===== src/rtl/dot_product_lanes.sv =====
// dot_product_lanes
//   Fixed-point dot-product engine: F = sum_k H[k] * x[k], with H signed
//   (HW bits) and x unsigned (XW bits), evaluated LANES elements per beat.
//   A vector takes B = ceil(J/LANES) beats plus a two-cycle multiply/add
//   pipeline, so a vector accepted at cycle T produces f_valid at T+B+2.
//
//   Handshakes: a transfer happens on a rising clk edge where valid and
//   ready are both high. x_valid may not depend on x_ready. f_valid stays
//   high and f_data stays stable until f_ready is seen.
//   h_valid has no ready; it always loads h_data into the shadow register.
//
//   Configuration macro: DOTP_SATURATE_EN. When OW < AW, f_data saturates
//   if the macro is defined and wraps if it is not. It has no effect when
//   OW >= AW.
//
//   Ports:
//     clk, rst_n   clock, asynchronous active-low reset
//     h_data       J*HW coefficients, element k at [k*HW +: HW]
//     h_valid      load h_data into the shadow coefficient register
//     x_data       J*XW symbols, element k at [k*XW +: XW]
//     x_valid      symbol vector valid
//     x_ready      engine can accept a vector
//     f_data       OW-bit signed result
//     f_valid      result valid
//     f_ready      downstream accepts result
//     busy         engine is not idle
module dot_product_lanes #(
    parameter int J     = 14,
    parameter int LANES = 2,
    parameter int HW    = 32,
    parameter int XW    = 2,
    parameter int OW    = 48
) (
    input  logic              clk,
    input  logic              rst_n,
    input  logic [J*HW-1:0]   h_data,
    input  logic              h_valid,
    input  logic [J*XW-1:0]   x_data,
    input  logic              x_valid,
    output logic              x_ready,
    output logic [OW-1:0]     f_data,
    output logic              f_valid,
    input  logic              f_ready,
    output logic              busy
);

    localparam int B  = (J + LANES - 1) / LANES;
    localparam int PW = HW + XW + 1;
    localparam int AW = HW + XW + 1 + $clog2(J);
    localparam int CW = $clog2(B + 1);

    typedef enum logic [1:0] {
        S_IDLE = 2'd0,
        S_RUN  = 2'd1,
        S_OUT  = 2'd2
    } state_t;

    state_t state;
    state_t state_nxt;

    logic                 accept;
    logic                 last_beat;
    logic [CW-1:0]        cnt;
    logic [J*HW-1:0]      h_shadow;
    logic [J*HW-1:0]      h_act;
    logic [J*XW-1:0]      x_reg;
    logic signed [PW-1:0] prod [LANES];
    logic                 prod_vld;
    logic signed [AW-1:0] acc;
    logic signed [AW-1:0] lane_sum;
    logic signed [AW-1:0] acc_sum;
    logic [OW-1:0]        f_reg;
    logic [OW-1:0]        f_conv;

    // Per-lane operand tables indexed by beat. Slots past element J-1 are
    // tied to zero so they contribute nothing. The extra entry at index B
    // covers the flush cycle and keeps the table index exactly CW bits wide.
    logic signed [HW-1:0] h_tab  [LANES][B+1];
    logic [XW-1:0]        x_tab  [LANES][B+1];
    logic signed [HW-1:0] h_lane [LANES];
    logic signed [XW:0]   x_lane [LANES];

    for (genvar gl = 0; gl < LANES; gl++) begin : g_lane
        for (genvar gb = 0; gb <= B; gb++) begin : g_beat
            if ((gb * LANES + gl) < J) begin : g_live
                assign h_tab[gl][gb] = h_act[(gb*LANES+gl)*HW +: HW];
                assign x_tab[gl][gb] = x_reg[(gb*LANES+gl)*XW +: XW];
            end else begin : g_mask
                assign h_tab[gl][gb] = '0;
                assign x_tab[gl][gb] = '0;
            end
        end
    end

    always_comb begin
        for (int l = 0; l < LANES; l++) begin
            h_lane[l] = h_tab[l][cnt];
            x_lane[l] = {1'b0, x_tab[l][cnt]};
        end
    end

    assign accept    = x_valid & x_ready;
    assign last_beat = (state == S_RUN) && (cnt == CW'(B));

    // ---------------- FSM: state register ----------------
    always_ff @(posedge clk or negedge rst_n) begin
        if (!rst_n) begin
            state <= S_IDLE;
        end else begin
            state <= state_nxt;
        end
    end

    // ---------------- FSM: next state ----------------
    always_comb begin
        state_nxt = state;
        case (state)
            S_IDLE: if (accept) state_nxt = S_RUN;
            S_RUN:  if (last_beat) state_nxt = S_OUT;
            S_OUT: begin
                if (f_ready) begin
                    state_nxt = x_valid ? S_RUN : S_IDLE;
                end
            end
            default: state_nxt = S_IDLE;
        endcase
    end

    // ---------------- FSM: outputs ----------------
    always_comb begin
        x_ready = 1'b0;
        f_valid = 1'b0;
        busy    = 1'b1;
        case (state)
            S_IDLE: begin
                x_ready = 1'b1;
                busy    = 1'b0;
            end
            S_OUT: begin
                x_ready = f_ready;
                f_valid = 1'b1;
            end
            default: ;
        endcase
    end

    // Shadow coefficients follow h_valid in every state.
    always_ff @(posedge clk or negedge rst_n) begin
        if (!rst_n) begin
            h_shadow <= '0;
        end else if (h_valid) begin
            h_shadow <= h_data;
        end
    end

    // Operands are frozen at accept; a coincident h_valid bypasses the shadow.
    always_ff @(posedge clk or negedge rst_n) begin
        if (!rst_n) begin
            h_act <= '0;
            x_reg <= '0;
        end else if (accept) begin
            h_act <= h_valid ? h_data : h_shadow;
            x_reg <= x_data;
        end
    end

    // Stage 1: beat counter and registered lane products.
    always_ff @(posedge clk or negedge rst_n) begin
        if (!rst_n) begin
            cnt      <= '0;
            prod_vld <= 1'b0;
            for (int l = 0; l < LANES; l++) prod[l] <= '0;
        end else if (accept) begin
            cnt      <= '0;
            prod_vld <= 1'b0;
        end else if (state == S_RUN) begin
            if (cnt < CW'(B)) begin
                cnt      <= cnt + 1'b1;
                prod_vld <= 1'b1;
                for (int l = 0; l < LANES; l++) begin
                    prod[l] <= PW'(h_lane[l]) * PW'(x_lane[l]);
                end
            end else begin
                prod_vld <= 1'b0;
            end
        end
    end

    // Stage 2: lane adder tree and accumulator.
    always_comb begin
        lane_sum = '0;
        for (int l = 0; l < LANES; l++) begin
            lane_sum = lane_sum + AW'(prod[l]);
        end
    end

    assign acc_sum = acc + lane_sum;

    always_ff @(posedge clk or negedge rst_n) begin
        if (!rst_n) begin
            acc <= '0;
        end else if (accept) begin
            acc <= '0;
        end else if (state == S_RUN && prod_vld) begin
            acc <= acc_sum;
        end
    end

    // Output conversion of the final sum (acc_sum on the last RUN cycle).
    if (OW >= AW) begin : g_extend
        assign f_conv = OW'(acc_sum);
    end else begin : g_narrow
`ifdef DOTP_SATURATE_EN
        localparam logic [OW-1:0] OUT_MAX = {1'b0, {(OW-1){1'b1}}};
        localparam logic [OW-1:0] OUT_MIN = {1'b1, {(OW-1){1'b0}}};
        localparam logic signed [AW-1:0] SAT_MAX = AW'(OUT_MAX);
        localparam logic signed [AW-1:0] SAT_MIN = ~SAT_MAX;
        assign f_conv = (acc_sum > SAT_MAX) ? OUT_MAX :
                        (acc_sum < SAT_MIN) ? OUT_MIN : OW'(acc_sum);
`else
        assign f_conv = OW'(acc_sum);
`endif
    end

    // f_data is only updated on entry to OUT, so it stays put through
    // back-pressure and through the next vector's RUN phase.
    always_ff @(posedge clk or negedge rst_n) begin
        if (!rst_n) begin
            f_reg <= '0;
        end else if (last_beat) begin
            f_reg <= f_conv;
        end
    end

    assign f_data = f_reg;

endmodule


===== config.mk =====
export PLATFORM = sky130hd
export DESIGN_NAME = dot_product_lanes
export DESIGN_NICKNAME = d
export VERILOG_FILES = /design/src/rtl/dot_product_lanes.sv
export SDC_FILE = /design/constraint.sdc
export NUM_CORES = 2
export LEC_CHECK = 0
export BUFFER_PORTS_ARGS = -buffer_cell sky130_fd_sc_hd__buf_2
export CORE_MARGIN = 5
export CORE_UTILIZATION = 41
export DETAILED_ROUTE_END_ITERATION = 7
export GPL_ROUTABILITY_DRIVEN = 0
export HOLD_SLACK_MARGIN = 0.05
export PLACE_DENSITY_LB_ADDON = 0.08
export SLEW_MARGIN = 25
export SYNTH_ARGS = -nofsm -noshare
export SYNTH_HDL_FRONTEND = slang
export SYNTH_SLANG_ARGS = --single-unit

===== constraint.sdc =====
create_clock -name clk -period 5.9 [get_ports clk]
set_input_delay 0.295 -clock clk [delete_from_list [all_inputs] [get_ports clk]]
set_output_delay 0.295 -clock clk [all_outputs]
set_load 0.005 [all_outputs]

## Word-level counts from Yosys, hierarchy flattened

Cells that the tools add are included.
Widths: inputs -> output; s select.

| operators by class | value |
|---|---|
| $add $sub $neg | 3 |
| $mul | 2 |
| $lt $le $gt $ge | 2 |
| eq/ne operators | 6 |
| muxes and demuxes | 29 |
| bitwise gates (word level) | 3 |
| reduce and logical (&&, ||, !) cells | 9 |

Operators by type and width:

| cell | count |
|---|---|
| $mux 448 | 1 |
| $bmux 32 s3 | 2 |
| $mux 32 | 4 |
| $mux 39 | 2 |
| $mul 32x3->35 | 2 |
| $add 39x36->39 | 1 |
| $add 35x35->36 | 1 |
| $mux 2 | 7 |
| $bmux 2 s3 | 2 |
| $mux 3 | 3 |
| $mux 1 | 6 |
| $ne 2x2->1 const B | 3 |
| $pmux 2 s3 | 1 |
| $reduce_and 3->1 | 2 |
| $reduce_bool 2->1 | 3 |
| $ge 4x4->1 const B | 1 |
| $not 3->4 | 1 |
| $add 3x1->3 const B | 1 |
| $eq 3x3->1 const B | 1 |
| $lt 3x3->1 const B | 1 |
| $eq 2x1->1 const B | 1 |
| $eq 2x2->1 const B | 1 |
| $logic_and 1x1->1 | 2 |
| $logic_not 2->1 | 1 |
| 4 further kinds | 4 |

| storage, ports and cells | value |
|---|---|
| register bits | 1078 |
| input bits | 481 |
| output and inout port bits | 51 |
| logic and storage cells | 64 |

## Depth between registers and ports, before layout

| depth | value |
|---|---|
| word-level depth | 5 |
| mapped depth | 21 |
| mapped depth without buffers | 17 |

## Worst setup path after synthesis

Ideal clock, no wire load.

| path | value |
|---|---|
| path kind | register to register |
| start point | register cnt[0] |
| end point | register prod[63] (netlist bit) |
| library setup time | 0.134 ns |
| arrival | 5.079 ns |
| data required time | 5.766 ns |
| path slack | 0.687 ns |
| stages on the path, launching flop included | 19 |
| buffers on the path | 3 |
| period minus slack after synthesis | 5.213 ns |
| cells stage by stage | dfrtp_1 clkbuf_1 buf_1 buf_1 mux4_2 o21ai_0 nor2_1 ha_1 ha_1 fa_1 a211oi_1 o21ai_0 a2111oi_4 o22ai_1 o41ai_2 o21bai_1 a21oi_1 xor2_1 o21ai_0 |

| on the way | value |
|---|---|
| longest elaborated chain between the ends | 5 |
| elaborated cells on any way between the ends | 10 |
| those cells by class | mul (1); order compare (1); mux (6); bitwise (1); reduce/logical (1) |

Ends and longest elaborated chain:

| element | line | RTL |
|---|---|---|
| from (decl) | 63 | `logic [CW-1:0] cnt;` |
| from (signal assigned) | 178 | `cnt <= cnt + 1'b1;` |
| $not 3->4 (implied by the code) | 97, 98 |  |
| $bmux 32 s3 or $bmux 2 s3 (tied branches) | 97, 98 |  |
| $mux 32 (implied by the code) or $mux 2 (tied branches) (2 in a row) | 97, 98 |  |
| $mul 32x3->35 | 181 | `prod[l] <= PW'(h_lane[l]) * PW'(x_lane[l]);` |
| to (signal, indexed assignment) | 181 |  |
| to (decl) | 67 | `logic signed [PW-1:0] prod [LANES];` |

Parallel ways exist; a longest one is shown, timed or not. The select of a mux whose other input is x is not followed.
A chain may end at the register's enable or synchronous reset.

## Final worst setup path

| path | value |
|---|---|
| start point | register cnt[0] |
| end point | register prod[30] (netlist bit) |

The elaborated chain is that of the path after synthesis.

==> impl_metrics.toml <==
[status]
status = "finished, final reports clean"

[clock_network]
cts_tree = "done"
clkSlewWorstSetupHoldPaths_ns = 0.07
htreeDepth = 3
cts_made_buffers = 118
root_buffer = "clkbuf_16"
cts_buffer_depth = 3
cts_resized = 0
insertion_delay_ns = 0.72
cts.sinks = 1078

[global_routing]
grt_pass1_wl_um = 245000
grt_max_degree = 231
antenna_found_initial = 12
grt_usage = 0.2412
grt_pass1_vias = 39500
gr-total-overflow = 0

[power]
p_comb_frac = 0.472
p_int_mw = 21.39
p_leak_nw = 30.72
peakVddDrop_mv = 0.3199
pwr-share-seq = 0.310
switchingPower_mw = 15.75
power_density_nw_per_um2 = 581.2
p_sw_frac = 0.4242
power_mw = 37.14
clockPowerShare = 0.218

[finish]
seq_area_sq_um = 26990
drive_gt1_frac = 0.2265
top_regs = "h_act: 448 flops, h_shadow: 448 flops, prod: 70 flops"
nFillCells = 10900
syn2layout_area_growth_pct = 26.44
multiInputGateArea_sq_um = 22380
nets = 6450

[synthesis]
yosys.area.top_type_share = 0.5338
ys_seq_area_frac = 0.5338
synth_compound_area_frac = 0.06900
synthTopCellsByArea = "dfrtp_1 53%, nand2_1 12%, mux2_2 10%"
synth_fa_ha_area_frac = 0.05784
synthMuxAreaShare = 0.1442
netlist_instances = 4860
synth-simple-area-share = 0.1557
yosysMostFrequentCell = "nand2_1"
syn_area_sq_um = 50540
synth_ff_type = "dfrtp_1"
ys_warn_count = 0
synth_top_family_by_area = "simple AND/OR/NAND/NOR gates"
synthArstFlopShare = 1.000
synthTopCellsByCount = "1675 x nand2_1, 1078 x dfrtp_1, 450 x mux2_2, 248 x clkbuf_1, 242 x o21ai_0"
avgSynthCellArea_sq_um = 10.40
synth_seq_cells = 1078
synth_edf_count = 0
synth.distinct_cells = 65
synth_top_area_cell = "dfrtp_1"
synth.net_count = 5550
yosys.area_share.xor_xnor = 0.01525

[min_path]
hp-class = "primary input to flip-flop"

[critical_path]
crit_buf_inv = 2
setup.worst_path.end_class = "flip-flop"
max_stage_delay_ns = 0.58
critPathRequiredTime_ns = 6.45
cp_slowest_cell = "dfrtp_4"
crit_family = "compound AO/OA/AOI/OAI gates"
crit_fanout = 29
path_class = "flip-flop to flip-flop"
crit_chain = "buf_4, mux4_2, o21ai_2, buf_4, nor2_1, ha_1, fa_1, a21o_1, a211oi_1, o31ai_1, o2111ai_1, a31oi_1, o41ai_1, o21ai_0, xnor2_1, o21ai_0"
arrival_ns = 5.85
start_kind = "flip-flop"

[placed_design]
pre_cts_ws_ns = 0.6016
port_buffers = 531
dp_hpwl_um = 111400

[timing]
rsz0062_at_grt = "false"
final_max_slew_viol_count = 0
period_minus_slack_ns = 5.307
hold_viol_final = 0
fin_ws_ns = 0.5933
relSlewSlack = 0.3271
max_slew.worst_pin.slew_ns = 1.009
skew_ns = 0.03035
setup_viol = 0
post-route-period-util = 0.8994
maxClockFrequency_ghz = 0.1884
tns_ns = 0

[floorplanning]
fp.dieW_um = 361.1
rows = 128
die_height_um = 361.1
ioPinCount = 532
initial_core_util = 0.4136
die_area_sq_um = 130400
core-area_sq_um = 122200

[route]
wl_per_cell_um = 21.32
vias = 38520
antenna_left = 0
post-route-drc-count = 0
avgViaCountPerCell = 5.139
drtIter0Drc = 2936
drtPass1Iterations = 5
finalWirelength_um = 159800

[job]
drv_cap = 0
==> routing by layer <==
metal  part of all wire  global-route usage  vias to the layer above
li1                   -                   -                    18130
met1               0.48              0.3668                    19230
met2               0.43              0.3594                      921
met3              0.050             0.03380                      234
met4              0.031             0.07261                        0
met5                  0                   0                        -
==> cell families after synthesis <==
family	after synthesis
AO/OA/AOI/OAI	568
XOR/XNOR	88
adder cells (fa/ha/maj)	209
buffers and inverters	316
flip-flops	1078
multiplexers	587
AND/OR/NAND/NOR	2014
==> cell type report <==
class | instances | area share
sequential | 1078 | 0.4223
multi-input combinational | 3466 | 0.3503
timing repair buffer | 1062 | 0.1263
clock buffer | 174 | 0.05422
tap | 1625 | 0.03182
clock inverter | 49 | 0.01283
inverter | 34 | 0.001997
antenna | 7 | 0.0002741
==> path summary, 6_finish.rpt <==
kind,start,endpoint,slack (ns),depth (start not counted)
min in group asynchronous,rst_n,h_shadow[313],0.19,2
worst min register to register,h_act[219],h_act[219],0.47,2
max in group asynchronous,rst_n,h_shadow[339],4.26,3
worst min-delay path,h_valid,h_shadow[69],0.16,2
worst max register to register,cnt[0],prod[30],0.59,16
worst max-delay path,cnt[0],prod[30],0.59,16
==> layout by cell type (no fill, tap or decap), drive strengths merged, types with 41 or more instances in the layout <==
cell	count
a21oi	96
buf	584
clkbuf	174
dfrtp	1078
dlygate4sd3	478
fa	41
ha	168
mux2	450
mux2i	69
mux4	68
nand2	1675
nand3	61
nor2	187
o211ai	71
o21ai	251
xnor2	48
==> per-stage QoR <==
stage / instances / util / cell area, sq um / hold WS, ns
finish: 7495 / 0.5229 / 63900 / 0.1554
CTS: 7487 / 0.5225 / 63850 / 0.1347
floorplan: 4860 / - / 50540 / -0.0005911
global route: 7491 / 0.5228 / 63890 / 0.1537
global placement: 6786 / 0.4483 / 54790 / 0.3836
detailed placement: 6786 / 0.4483 / 54790 / 0.3730
==> power groups by stage <==
stage | Clock [mW] | Sequential (mW) | Combinational (mW)
floorplan | 0 | 10.8 | 12.0
finish | 8.10 | 11.5 | 17.5
global placement | 0 | 11.6 | 17.0
global route | 8.57 | 11.8 | 19.6
detailed placement | 0 | 11.6 | 17.2
CTS | 8.27 | 11.5 | 17.5
==> what timing repair did <==
item / in CTS / in global routing
hold buffers: 478 / 0
hold endpoints to repair: 988 / 0
setup buffers: 0 / 0
No activity file was read; power rests on OpenSTA's default activity.
